$ cat src/rtl/gemm_pkg.sv
// +----------------------------------------------------------------------------+
// | gemm_pkg: shared command types, opcodes and sizes for the GEMM controller. |
// | Rev 1.0                                                                    |
// +----------------------------------------------------------------------------+
`timescale 1ns/1ps
`default_nettype none

package gemm_pkg;

  localparam int cmd_buf_width_gp = 32;

  typedef logic [7:0] cmd_op_s;

  localparam cmd_op_s CMD_OP_FETCH         = 8'hF0;
  localparam cmd_op_s CMD_OP_DISPATCH      = 8'hF1;
  localparam cmd_op_s CMD_OP_TILE          = 8'hF2;
  localparam cmd_op_s CMD_OP_WAIT_DISPATCH = 8'hF3;
  localparam cmd_op_s CMD_OP_WAIT_MATMUL   = 8'hF4;
  localparam cmd_op_s CMD_OP_READOUT       = 8'hF5;

  // Payload lengths in FIFO words
  localparam int cmd_fetch_len_gp    = 3;
  localparam int cmd_dispatch_len_gp = 3;
  localparam int cmd_tile_len_gp     = 3;
  localparam int cmd_wait_len_gp     = 1;
  localparam int cmd_readout_len_gp  = 2;

  typedef struct packed {
    logic [31:0] w2;
    logic [31:0] w1;
    logic [31:0] w0;
  } cmd_tile_s;

  localparam int cmd_payload_max_width_gp = $bits(cmd_tile_s);

  typedef enum logic [2:0] {
    S_HDR   = 3'd0,
    S_PAY   = 3'd1,
    S_ISSUE = 3'd2,
    S_WAIT  = 3'd3,
    S_DRAIN = 3'd4
  } cmd_seq_state_e;

  // Zero marks an unknown opcode
  function automatic logic [5:0] cmd_exp_words(input cmd_op_s op);
    logic [5:0] n;
    n = 6'd0;
    case (op)
      CMD_OP_FETCH:         n = 6'(cmd_fetch_len_gp);
      CMD_OP_DISPATCH:      n = 6'(cmd_dispatch_len_gp);
      CMD_OP_TILE:          n = 6'(cmd_tile_len_gp);
      CMD_OP_WAIT_DISPATCH: n = 6'(cmd_wait_len_gp);
      CMD_OP_WAIT_MATMUL:   n = 6'(cmd_wait_len_gp);
      CMD_OP_READOUT:       n = 6'(cmd_readout_len_gp);
      default:              n = 6'd0;
    endcase
    return n;
  endfunction

  // Engine select: bit0 fetch, bit1 dispatch, bit2 tile, bit3 readout
  function automatic logic [3:0] cmd_engine_sel(input cmd_op_s op);
    logic [3:0] s;
    s = 4'b0000;
    case (op)
      CMD_OP_FETCH:    s = 4'b0001;
      CMD_OP_DISPATCH: s = 4'b0010;
      CMD_OP_TILE:     s = 4'b0100;
      CMD_OP_READOUT:  s = 4'b1000;
      default:         s = 4'b0000;
    endcase
    return s;
  endfunction

endpackage

`default_nettype wire

$ cat src/rtl/cmd_done_tracker.sv
// +----------------------------------------------------------------------------+
// | cmd_done_tracker: remembers the last completed id of one engine and flags  |
// | when a requested wait id has completed (now or earlier). Rev 1.0           |
// +----------------------------------------------------------------------------+
`timescale 1ns/1ps
`default_nettype none

module cmd_done_tracker (
  input  logic       i_clk,
  input  logic       i_reset_n,
  input  logic       done_i,
  input  logic [7:0] done_id_i,
  input  logic [7:0] wait_id_i,
  output logic       match_o
);

  logic [7:0] last_id_q;
  logic       last_vld_q;

  always_ff @(posedge i_clk or negedge i_reset_n) begin
    if (!i_reset_n) begin
      last_id_q  <= 8'd0;
      last_vld_q <= 1'b0;
    end else if (done_i) begin
      last_id_q  <= done_id_i;
      last_vld_q <= 1'b1;
    end
  end

  assign match_o = (done_i && (done_id_i == wait_id_i)) ||
                   (last_vld_q && (last_id_q == wait_id_i));

endmodule

`default_nettype wire

$ cat src/rtl/cmd_sequencer.sv
// +----------------------------------------------------------------------------+
// | cmd_sequencer: assembles FIFO words into commands, issues them to engines  |
// | and executes waits. Optional macro CMD_SEQ_LEN_CHECK_EN. Rev 1.0          |
// +----------------------------------------------------------------------------+
`timescale 1ns/1ps
`default_nettype none

module cmd_sequencer
  import gemm_pkg::*;
#(
  parameter int CMD_W     = 32,
  parameter int PAYLOAD_W = 96
) (
  input  logic                 i_clk,
  input  logic                 i_reset_n,
  input  logic [CMD_W-1:0]     i_cmd_data,
  input  logic                 i_cmd_valid,
  output logic                 o_cmd_ready,
  output logic [7:0]           o_cmd_op,
  output logic [7:0]           o_cmd_id,
  output logic [PAYLOAD_W-1:0] o_cmd_payload,
  output logic                 o_fetch_valid,
  input  logic                 i_fetch_ready,
  output logic                 o_disp_valid,
  input  logic                 i_disp_ready,
  output logic                 o_tile_valid,
  input  logic                 i_tile_ready,
  output logic                 o_rd_valid,
  input  logic                 i_rd_ready,
  input  logic                 i_disp_done,
  input  logic [7:0]           i_disp_done_id,
  input  logic                 i_tile_done,
  input  logic [7:0]           i_tile_done_id,
  output logic                 o_busy,
  output logic                 o_err,
  output logic [7:0]           o_err_op,
  input  logic                 i_err_clr
);

  cmd_seq_state_e         state_q;
  logic [5:0]             cnt_q;
  logic [1:0]             idx_q;
  logic [7:0]             op_q;
  logic [7:0]             id_q;
  logic [PAYLOAD_W-1:0]   payload_q;
  logic [3:0]             vld_q;
  logic                   err_q;
  logic [7:0]             err_op_q;

  logic       cmd_fire;
  logic [5:0] hdr_exp;
  logic [5:0] hdr_len_words;
  logic       hdr_bad;
  logic       hdr_fault;
  logic       issue_fire;
  logic       disp_match;
  logic       tile_match;
  logic       wait_ok;

  assign o_cmd_ready   = i_reset_n &&
                         ((state_q == S_HDR) || (state_q == S_PAY) || (state_q == S_DRAIN));
  assign cmd_fire      = o_cmd_ready && i_cmd_valid;
  assign hdr_exp       = cmd_exp_words(i_cmd_data[7:0]);
  assign hdr_len_words = i_cmd_data[23:18];

`ifdef CMD_SEQ_LEN_CHECK_EN
  assign hdr_bad = (hdr_exp == 6'd0) || (i_cmd_data[23:16] != {hdr_exp, 2'b00});
`else
  assign hdr_bad = (hdr_exp == 6'd0);
`endif

  assign hdr_fault  = (state_q == S_HDR) && cmd_fire && hdr_bad;
  assign issue_fire = |(vld_q & {i_rd_ready, i_tile_ready, i_disp_ready, i_fetch_ready});
  assign wait_ok    = (op_q == CMD_OP_WAIT_MATMUL) ? tile_match : disp_match;

  cmd_done_tracker u_disp_trk (
    .i_clk     (i_clk),
    .i_reset_n (i_reset_n),
    .done_i    (i_disp_done),
    .done_id_i (i_disp_done_id),
    .wait_id_i (payload_q[7:0]),
    .match_o   (disp_match)
  );

  cmd_done_tracker u_tile_trk (
    .i_clk     (i_clk),
    .i_reset_n (i_reset_n),
    .done_i    (i_tile_done),
    .done_id_i (i_tile_done_id),
    .wait_id_i (payload_q[7:0]),
    .match_o   (tile_match)
  );

  always_ff @(posedge i_clk or negedge i_reset_n) begin
    if (!i_reset_n) begin
      state_q   <= S_HDR;
      cnt_q     <= 6'd0;
      idx_q     <= 2'd0;
      op_q      <= 8'd0;
      id_q      <= 8'd0;
      payload_q <= '0;
      vld_q     <= 4'b0000;
      err_q     <= 1'b0;
      err_op_q  <= 8'd0;
    end else begin
      case (state_q)
        S_HDR: begin
          if (cmd_fire) begin
            op_q      <= i_cmd_data[7:0];
            id_q      <= i_cmd_data[15:8];
            payload_q <= '0;
            idx_q     <= 2'd0;
            if (hdr_bad) begin
              cnt_q   <= hdr_len_words;
              state_q <= (hdr_len_words == 6'd0) ? S_HDR : S_DRAIN;
            end else begin
              cnt_q   <= hdr_exp;
              state_q <= S_PAY;
            end
          end
        end
        S_PAY: begin
          if (cmd_fire) begin
            payload_q[idx_q*CMD_W +: CMD_W] <= i_cmd_data;
            idx_q <= idx_q + 2'd1;
            cnt_q <= cnt_q - 6'd1;
            if (cnt_q == 6'd1) begin
              if ((op_q == CMD_OP_WAIT_DISPATCH) || (op_q == CMD_OP_WAIT_MATMUL)) begin
                state_q <= S_WAIT;
              end else begin
                vld_q   <= cmd_engine_sel(op_q);
                state_q <= S_ISSUE;
              end
            end
          end
        end
        S_ISSUE: begin
          if (issue_fire) begin
            vld_q   <= 4'b0000;
            state_q <= S_HDR;
          end
        end
        S_WAIT: begin
          if (wait_ok) state_q <= S_HDR;
        end
        S_DRAIN: begin
          if (cmd_fire) begin
            cnt_q <= cnt_q - 6'd1;
            if (cnt_q == 6'd1) state_q <= S_HDR;
          end
        end
        default: state_q <= S_HDR;
      endcase

      // A new fault overrides a simultaneous clear
      if (hdr_fault) begin
        if (!err_q || i_err_clr) begin
          err_q    <= 1'b1;
          err_op_q <= i_cmd_data[7:0];
        end
      end else if (i_err_clr) begin
        err_q    <= 1'b0;
        err_op_q <= 8'd0;
      end
    end
  end

  assign o_cmd_op      = op_q;
  assign o_cmd_id      = id_q;
  assign o_cmd_payload = payload_q;
  assign o_fetch_valid = vld_q[0];
  assign o_disp_valid  = vld_q[1];
  assign o_tile_valid  = vld_q[2];
  assign o_rd_valid    = vld_q[3];
  assign o_busy        = (state_q != S_HDR);
  assign o_err         = err_q;
  assign o_err_op      = err_op_q;

endmodule

`default_nettype wire
$ cat config.mk
export PLATFORM = sky130hd
export DESIGN_NAME = cmd_sequencer
export DESIGN_NICKNAME = d
export VERILOG_FILES = /design/src/rtl/gemm_pkg.sv /design/src/rtl/cmd_done_tracker.sv /design/src/rtl/cmd_sequencer.sv
export SDC_FILE = /design/constraint.sdc
export NUM_CORES = 1
export LEC_CHECK = 0
export ABC_CLOCK_PERIOD_IN_PS = 4100
export CORE_MARGIN = 2
export CORE_UTILIZATION = 50
export CTS_CLUSTER_SIZE = 8
export DETAILED_ROUTE_END_ITERATION = 10
export HOLD_SLACK_MARGIN = 0.12
export PLACE_DENSITY = 0.83
export SLEW_MARGIN = 10
export SYNTH_ARGS = -nofsm -noshare
export SYNTH_HDL_FRONTEND = slang
export SYNTH_HIERARCHICAL = 1
export SYNTH_SLANG_ARGS = --single-unit
$ cat constraint.sdc
create_clock -name i_clk -period 4.1 [get_ports i_clk]
set_clock_uncertainty 0.2 [all_clocks]
set_input_delay 0.82 -clock i_clk [delete_from_list [all_inputs] [get_ports i_clk]]
set_output_delay 0.82 -clock i_clk [all_outputs]
set_load 0.02 [all_outputs]
# --- Word-level counts from Yosys, hierarchy flattened ---
# Cells that the tools add are included.
totals:
  regBits: 154
  input_bits: 58
  out_inout_bits: 127
classes:
  add_sub_neg: 3
  eq_ne: 31
  shift: 2
  n_mux: 36
  bitwise: 1
  reduce_logical: 33
op_table:
  columns: ["cell", "n"]
  rows:
  - ["$mux 96", 2]
  - ["$pmux 96 s2", 1]
  - ["$bwmux 96", 1]
  - ["$eq 8x8->1 const B", 12]
  - ["$shift 32x34->96 const A", 1]
  - ["$shiftx 32x34->96", 1]
  - ["$neg 7->34", 1]
  - ["$eq 8x8->1", 4]
  - ["$mux 3", 9]
  - ["$mux 8", 3]
  - ["$mux 6", 3]
  - ["$mux 4", 4]
  - ["$pmux 4 s4", 1]
  - ["$pmux 3 s5", 1]
  - ["$logic_not 6->1", 2]
  - ["$ne 2x2->1 const B", 6]
  - ["$pmux 6 s2", 1]
  - ["$logic_and 1x1->1", 8]
  - ["$ne 2x1->1 const B", 4]
  - ["$pmux 4 s2", 1]
  - ["$reduce_bool 2->1", 4]
  - ["$reduce_and 7->1", 1]
  - ["$eq 3x2->1 const B", 2]
  - ["$eq 6x1->1 const B", 1]
  - ["19 further kinds", 32]

# --- Longest topological paths before layout ---
# Gate-level depths: netlist of the first run.
logic_depth:
  word_depth: 9
  depth_mapped: 7
  mapped_depth_nobuf: 7

# --- Cells and area by module ---
# Netlist of the first run, hierarchy kept.
by_module_without_submodules:
  columns: ["module", "instances", "cells_per_inst", "area_per_inst_um2", "seq_area_each_um2"]
  rows:
  - ["cmd_sequencer", 1, 422, 5525.3, 3403.3]
  - ["cmd_done_tracker", 2, 42, 505.5, 225.2]

# --- Worst setup path before layout of the first run ---
# Ideal clock, no wire load.
synth_timing:
  path_type: "input to register"
  start: "in i_cmd_valid"
  end: "reg payload_q[66] (netlist: o_cmd_payload[66])"
  arrival_ns: 1.947
  required_time_ns: 3.834
  setup_slack_ns: 1.887
  cell_stages: 6
  n_path_buf: 2
  cell_sequence: "and4bb_1 > buf_4 > o21ai_1 > nor4_4 > buf_6 > a22o_1"
synth_via:
  elab_chain_len: 3
  elab_cells_between_ends: 4
  classes_between: "eq/ne: 2; reduce/logical: 2"
synth_lines:
  columns: ["item", "line", "source"]
  rows:
  - ["start, declared", "cmd_sequencer.sv:17", "input logic i_cmd_valid,"]
  - ["$logic_and 1x1->1 *", "cmd_sequencer.sv:62", "assign cmd_fire = o_cmd_ready && i_cmd_valid;"]
  - ["$ne 2x2->1 (no source line)", null, null]
  - ["$reduce_and 3->1 (no source line) *", null, null]
  - ["end signal, assigned by index", "cmd_sequencer.sv:124", "payload_q[idx_q*CMD_W +: CMD_W] <= i_cmd_data;"]
  - ["end, declared", "cmd_sequencer.sv:45", "logic [PAYLOAD_W-1:0] payload_q;"]
# Every way passes the cells marked *; elsewhere a longest branch is shown, timed or not.
# A chain may end at the register's enable or synchronous reset.

# --- Worst setup path after layout of the first run ---
layout_timing:
  start: "in i_reset_n"
  end: "out o_cmd_ready"
layout_via:
  elab_chain_len: 1
layout_lines:
  columns: ["item", "line", "source"]
  rows:
  - ["start, declared", "cmd_sequencer.sv:15", "input logic i_reset_n,"]
  - ["$logic_and 1x1->1", "cmd_sequencer.sv:60", "assign o_cmd_ready = i_reset_n &&"]
  - ["end, declared", "cmd_sequencer.sv:18", "output logic o_cmd_ready,"]
# No other way between the ends.

==> impl_metrics.json, run 1 <==
{
  "worstHoldStart": "u_disp_trk/last_vld_q",
  "post_cts_resize_count": 0,
  "max-vdd-ir-drop_mv": 0.398,
  "first_global_vias": 5487,
  "crit_fanout": 29,
  "outcome": "finished clean",
  "drt-total-wl_um": 18200,
  "report.final.hold_viol_count": 0,
  "timing.critical_path.required_ps": 3080,
  "timing.critical_path.from_type": "input port",
  "grt_first_pass_wirelength_um": 29700,
  "io_buffer_count": 184,
  "worst_r2r_endpoint": "o_err_op[5]",
  "drt-met1-wl_um": 7530,
  "htreeDepth": 4,
  "route.met2.wl_um": 8990,
  "yosys.cell_types.count": 51,
  "antenna_found_initial": 0,
  "gp_routability_congestion": 0.801,
  "antennaDiodeCount": 0,
  "pre_repair_dr_iteration_count": 5,
  "synth_fp_nets": 570,
  "worst_r2r_path_depth": 5,
  "leading_post_synthesis_cells_by_cell_area": "sky130_fd_sc_hd__dfrtp_1 59%, sky130_fd_sc_hd__a22o_1 13%, sky130_fd_sc_hd__mux2_2 5.3%, sky130_fd_sc_hd__xor2_1 3.1%, sky130_fd_sc_hd__o21ai_0 1.6%",
  "placed_cell_count": 842,
  "grt_start_max_net_pins": 72,
  "finish.net_count": 754,
  "placeableCoreArea_um2": 12700,
  "routed_via_density": 5.80,
  "floorplan.die.width_um": 118,
  "final_total_negative_setup_slack_ps": 0,
  "fp-row-count": 41,
  "clk-insertion-delay-late_ps": 420,
  "critical_path.endpoint_type": "primary output",
  "synth_flop_cell": "sky130_fd_sc_hd__dfrtp_1",
  "slew-limit-headroom_pct": 34.3,
  "wl_per_cell_um": 20.8,
  "post_layout_nonfiller_instances": 875,
  "power.density_nw_per_um2": 479,
  "track_usage_pct": 27.1,
  "min_period_over_period_pct": 85.1,
  "ys_seq_elements": 154,
  "synth-async-reset-ratio_pct": 100,
  "met3_length_um": 1250,
  "syn-instance-count": 506,
  "chipHeight_um": 118,
  "post_synth_top_area_cell": "sky130_fd_sc_hd__dfrtp_1",
  "num_io_pins": 185,
  "seq_area_frac_synth_pct": 59.0,
  "cts_root_buffer": "sky130_fd_sc_hd__clkbuf_16",
  "regToRegSetupSlack_ps": 1300,
  "cts_buffers": 17,
  "maxClockFrequency_mhz": 287,
  "clock_sink_count": 154,
  "layout-drive-gt1-share_pct": 12.1,
  "hold_path.class": "reg2reg",
  "synth_edf_count": 0,
  "clk_path_buf_depth": 2,
  "static-leakage-power_nw": 3.98,
  "topRoutingLayerUsed": "met4",
  "utilization_pct": 72.1,
  "crit-reg2reg-launch": "state_q[2]",
  "clk_transition_reported_paths_ps": 60,
  "global_route.overflow_total": 0,
  "fp.dieArea_um2": 14000,
  "route.detailed.drc": 0,
  "netlist.area_leader.share_pct": 59.0,
  "timing.critical_path.arrival_ps": 2470,
  "tritoncts": "built",
  "rsz_0062_raised_after_global_routing": "no",
  "min_delay_path_depth": 1,
  "dpl_cell_area_um2": 8530,
  "dr_total_vias": 5078,
  "starting_utilization_of_the_core_area_pct": 51.6,
  "path_class": "in2out",
  "drv_cap": 0,
  "synth.yosys.warnings": 6,
  "min_to": "u_disp_trk/last_vld_q",
  "place_hpwl_um": 12800,
  "min_period_ps": 3490,
  "summed_area_of_non_filler_cells_in_the_final_layout_um2": 9130,
  "detailedRoute.firstIterationViolations": 289,
  "worst_slew_pin_slew_ps": 982,
  "final-setup-viol-count": 0,
  "synth.cell_area_um2": 6540,
  "timing.final.max_slew_violations": 0,
  "post_synth.cell_area_avg_um2": 12.9,
  "area_delta_synth_final_pct": 39.7,
  "route.antenna.remaining_nets": 0
}
-- cells by family after synthesis --
family,share of synthesized area [%]
mux,5.49
flops,59.0
simple gates,7.54
buf+inv,3.79
xor+xnor,4.42
fa+ha+maj,1.15
compound gates,18.6
-- timing repair --
action,in CTS,in global routing
hold buffers,1,0
buffers inserted,0,0
endpoints found under the hold margin,24,0
-- metrics by stage --
| step | hold WS, ps | power (mW) | worst slack (ps) |
|---|---|---|---|
| after floorplan | 236 | 2.36 | 1890 |
| after global placement | 255 | 2.79 | 976 |
| after detailed placement | 257 | 2.83 | 876 |
| after CTS | 279 | 4.39 | 597 |
| after global routing | 293 | 4.55 | 546 |
| final | 278 | 4.38 | 610 |
-- worst max path at each step --
stage                     cells past startpoint         from  slack [ps]           endpoint
after floorplan                               6  i_cmd_valid        1890  o_cmd_payload[66]
after global placement                        6  i_cmd_valid         980  o_cmd_payload[84]
after detailed placement                      6  i_cmd_valid         880        o_err_op[4]
after CTS                                     4    i_reset_n         600        o_cmd_ready
after global routing                          4    i_reset_n         550        o_cmd_ready
final                                         4    i_reset_n         610        o_cmd_ready
-- routing by layer --
metal,up-vias,global-route usage [%]
met5,-,0
li1,2257,-
met2,180,44.2
met3,28,8.45
met4,0,9.41
met1,2613,34.2
-- layout make-up --
| cell class | instances | area [um^2] |
|---|---|---|
| Inverter | 18 | 67.6 |
| Clock inverter | 14 | 163 |
| Timing Repair Buffer | 194 | 1950 |
| Tap cell | 172 | 215 |
| Sequential cell | 154 | 3850 |
| Multi-Input combinational cell | 305 | 2460 |
| Fill cell | 872 | 3540 |
| Clock buffer | 18 | 429 |
-- cell usage in the layout (no fill, tap or decap), drive strengths merged, types with 4 or more instances in the layout --
master         count
clkdlybuf4s50    183
dfrtp            154
a22o              99
mux2              31
o21ai             29
xor2              23
inv               23
clkbuf            18
nand3b            12
nand2             12
xnor2             10
buf               10
nor2               9
nor4               9
nand3              8
a21oi              7
ha                 6
nor3               6
nand2b             4
nand4              4
clkinvlp           4
-- critical path: stages --
cell,delay (ps)
sky130_fd_sc_hd__dlygate4sd3_1,600
sky130_fd_sc_hd__buf_6,270
sky130_fd_sc_hd__and2_1,170
sky130_fd_sc_hd__clkdlybuf4s50_1,600
-- flip-flops by register name (all words and copies together), names as in the netlist --
name / count
o_cmd_payload: 96
o_cmd_id: 8
o_cmd_op: 8
o_err_op: 8
u_disp_trk/last_id_q: 8
u_tile_trk/last_id_q: 8
cnt_q: 6
vld_q: 4
state_q: 3
idx_q: 2
o_err: 1
u_disp_trk/last_vld_q: 1
u_tile_trk/last_vld_q: 1
-- power by group --
group          total (mW)  internal [mW]  switching, mW
Clock                1.56          0.910          0.648
Sequential           1.84           1.68          0.159
Combinational       0.976          0.449          0.528
-- Yosys cell counts, types with 2 or more instances --
library cell / number
sky130_fd_sc_hd__a211oi_1: 3
sky130_fd_sc_hd__a21oi_1: 7
sky130_fd_sc_hd__a22o_1: 99
sky130_fd_sc_hd__a32oi_1: 3
sky130_fd_sc_hd__and2_1: 2
sky130_fd_sc_hd__buf_2: 6
sky130_fd_sc_hd__buf_4: 7
sky130_fd_sc_hd__buf_6: 5
sky130_fd_sc_hd__clkbuf_1: 11
sky130_fd_sc_hd__dfrtp_1: 154
sky130_fd_sc_hd__ha_1: 6
sky130_fd_sc_hd__inv_1: 18
sky130_fd_sc_hd__mux2_2: 31
sky130_fd_sc_hd__nand2_1: 12
sky130_fd_sc_hd__nand2b_1: 4
sky130_fd_sc_hd__nand3_1: 8
sky130_fd_sc_hd__nand3b_1: 12
sky130_fd_sc_hd__nand4_1: 4
sky130_fd_sc_hd__nor2_1: 9
sky130_fd_sc_hd__nor3_1: 5
sky130_fd_sc_hd__nor4_1: 7
sky130_fd_sc_hd__nor4_4: 2
sky130_fd_sc_hd__o21ai_0: 21
sky130_fd_sc_hd__o21ai_1: 7
sky130_fd_sc_hd__o31a_1: 2
sky130_fd_sc_hd__o31ai_1: 2
sky130_fd_sc_hd__or2_2: 3
sky130_fd_sc_hd__or3b_2: 2
sky130_fd_sc_hd__xnor2_1: 10
sky130_fd_sc_hd__xor2_1: 23
No activity file was read; power rests on OpenSTA's default activity.
==> run 2: changes to the inputs <==
CAP_MARGIN = 20   (was not set)
CTS_BUF_LIST = sky130_fd_sc_hd__clkbuf_2 sky130_fd_sc_hd__clkbuf_4 sky130_fd_sc_hd__clkbuf_8   (was not set)
==> impl_metrics.json, run 2 (synthesis gave the netlist of run 1 again) <==
{
  "crit_fanout": 29,
  "route.antenna.remaining_nets": 0,
  "summed_area_of_non_filler_cells_in_the_final_layout_um2": 8940,
  "first_global_vias": 5371,
  "placeableCoreArea_um2": 12700,
  "timing.critical_path.required_ps": 3080,
  "chipHeight_um": 118,
  "timing.final.max_slew_violations": 0,
  "rsz_0062_raised_after_global_routing": "no",
  "critical_path.endpoint_type": "primary output",
  "global_route.overflow_total": 0,
  "min_period_ps": 3490,
  "layout-drive-gt1-share_pct": 12.2,
  "multiInputGateArea_um2": 2460,
  "slew-limit-headroom_pct": 33.6,
  "dpl_cell_area_um2": 8530,
  "clock_sink_count": 154,
  "grt_first_pass_wirelength_um": 29100,
  "min_period_over_period_pct": 85.0,
  "static-leakage-power_nw": 3.89,
  "filler_cell_count": 915,
  "routed_via_density": 5.79,
  "cts_buffers": 17,
  "starting_utilization_of_the_core_area_pct": 51.6,
  "fp.dieArea_um2": 14000,
  "final_total_negative_setup_slack_ps": 0,
  "place_hpwl_um": 12800,
  "power.density_nw_per_um2": 444,
  "drv_cap": 0,
  "grt_start_max_net_pins": 72,
  "route.detailed.drc": 0,
  "num_io_pins": 185,
  "report.final.hold_viol_count": 0,
  "hold_path.class": "reg2reg",
  "clk_path_buf_depth": 2,
  "cts_root_buffer": "sky130_fd_sc_hd__clkbuf_8",
  "timing.critical_path.from_type": "input port",
  "dr_total_vias": 5066,
  "io_buffer_count": 184,
  "maxClockFrequency_mhz": 287,
  "drt-total-wl_um": 18000,
  "wl_per_cell_um": 20.5,
  "antenna_found_initial": 0,
  "path_class": "in2out",
  "track_usage_pct": 26.5,
  "timing.critical_path.arrival_ps": 2470,
  "antennaDiodeCount": 0,
  "gp_routability_congestion": 0.801,
  "pre_repair_dr_iteration_count": 5,
  "clk-insertion-delay-late_ps": 450,
  "floorplan.die.width_um": 118,
  "htreeDepth": 4,
  "most-common-layout-cells": "183 x sky130_fd_sc_hd__clkdlybuf4s50_1, 154 x sky130_fd_sc_hd__dfrtp_1, 99 x sky130_fd_sc_hd__a22o_1",
  "fp-row-count": 41,
  "worst_slew_pin_slew_ps": 992,
  "final-setup-viol-count": 0,
  "area_delta_synth_final_pct": 36.8,
  "max-vdd-ir-drop_mv": 0.448,
  "finish.net_count": 754,
  "largest_reg_flops": 96,
  "design_power_total_mw": 3.97,
  "tritoncts": "built",
  "outcome": "finished clean",
  "clk_transition_reported_paths_ps": 90,
  "final_common_cell": "sky130_fd_sc_hd__clkdlybuf4s50_1",
  "detailedRoute.firstIterationViolations": 289,
  "final-seq-area_um2": 3850,
  "cts_post_setup_buffers_inserted": 0
}
run 2: cell types whose count changed in the layout (fill, tap and decap cells not counted):
cell	delta
sky130_fd_sc_hd__clkbuf_8	+17
sky130_fd_sc_hd__clkbuf_1	-1
sky130_fd_sc_hd__clkbuf_16	-17
sky130_fd_sc_hd__clkbuf_4	+1
run 2: critical path: stages:
cell and delay [ps]:
sky130_fd_sc_hd__dlygate4sd3_1 590, sky130_fd_sc_hd__buf_6 270, sky130_fd_sc_hd__and2_1 170, sky130_fd_sc_hd__clkdlybuf4s50_1 600
run 2: worst paths after layout:
| check | start | endpoint | slack (ps) | cells after the start |
|---|---|---|---|---|
| max | i_reset_n | o_cmd_ready | 610 | 4 |
| min | u_disp_trk/last_vld_q | u_disp_trk/last_vld_q | 280 | 1 |
| max reg2reg | state_q[2] | o_err_op[4] | 1330 | 5 |
| min reg2reg | u_disp_trk/last_vld_q | u_disp_trk/last_vld_q | 280 | 1 |
| max in group asynchronous | i_reset_n | o_cmd_payload[70] | 1210 | 4 |
| min in group asynchronous | i_reset_n | o_cmd_payload[26] | 660 | 2 |
run 2: power by group:
part	switching, mW	total [mW]	leakage, nW	internal [mW]
Clock	0.597	1.16	0.192	0.561
Sequential	0.157	1.84	2.05	1.68
Combinational	0.527	0.976	1.65	0.449
Total	1.28	3.97	3.89	2.69
run 2: repair_timing:
item	CTS	global route
gates resized for setup	0	0
hold buffers	1	0
endpoints found under the hold margin	24	0
run 2: metrics by stage:
stage	cells	hold slack (ps)	util, %	setup WS (ps)
6_report	875	278	70.6	614
5_1_grt	875	299	70.6	547
4_1_cts	875	278	70.6	597
3_5_place_dp	842	257	67.3	876
3_3_place_gp	842	255	67.3	976
2_1_floorplan	506	236	-	1890
run 2: layout make-up:
class | count | share of cell area [%]
well taps | 172 | 2.41
flip-flops and latches | 154 | 43.1
inverters | 18 | 0.755
clock buffers | 18 | 2.70
clock inverters | 14 | 1.82
repair buffers | 194 | 21.8
multi-input cells | 305 | 27.5
run 2: per-layer routing:
metal	part of all wire (%)	global-route usage, %	wire (um)	vias up
met1	41	33.4	7410	2561
li1	-	-	-	2250
met5	0	0	0	-
met2	49	43.4	8760	226
met3	8.1	8.69	1450	29
met4	1.9	8.36	346	0
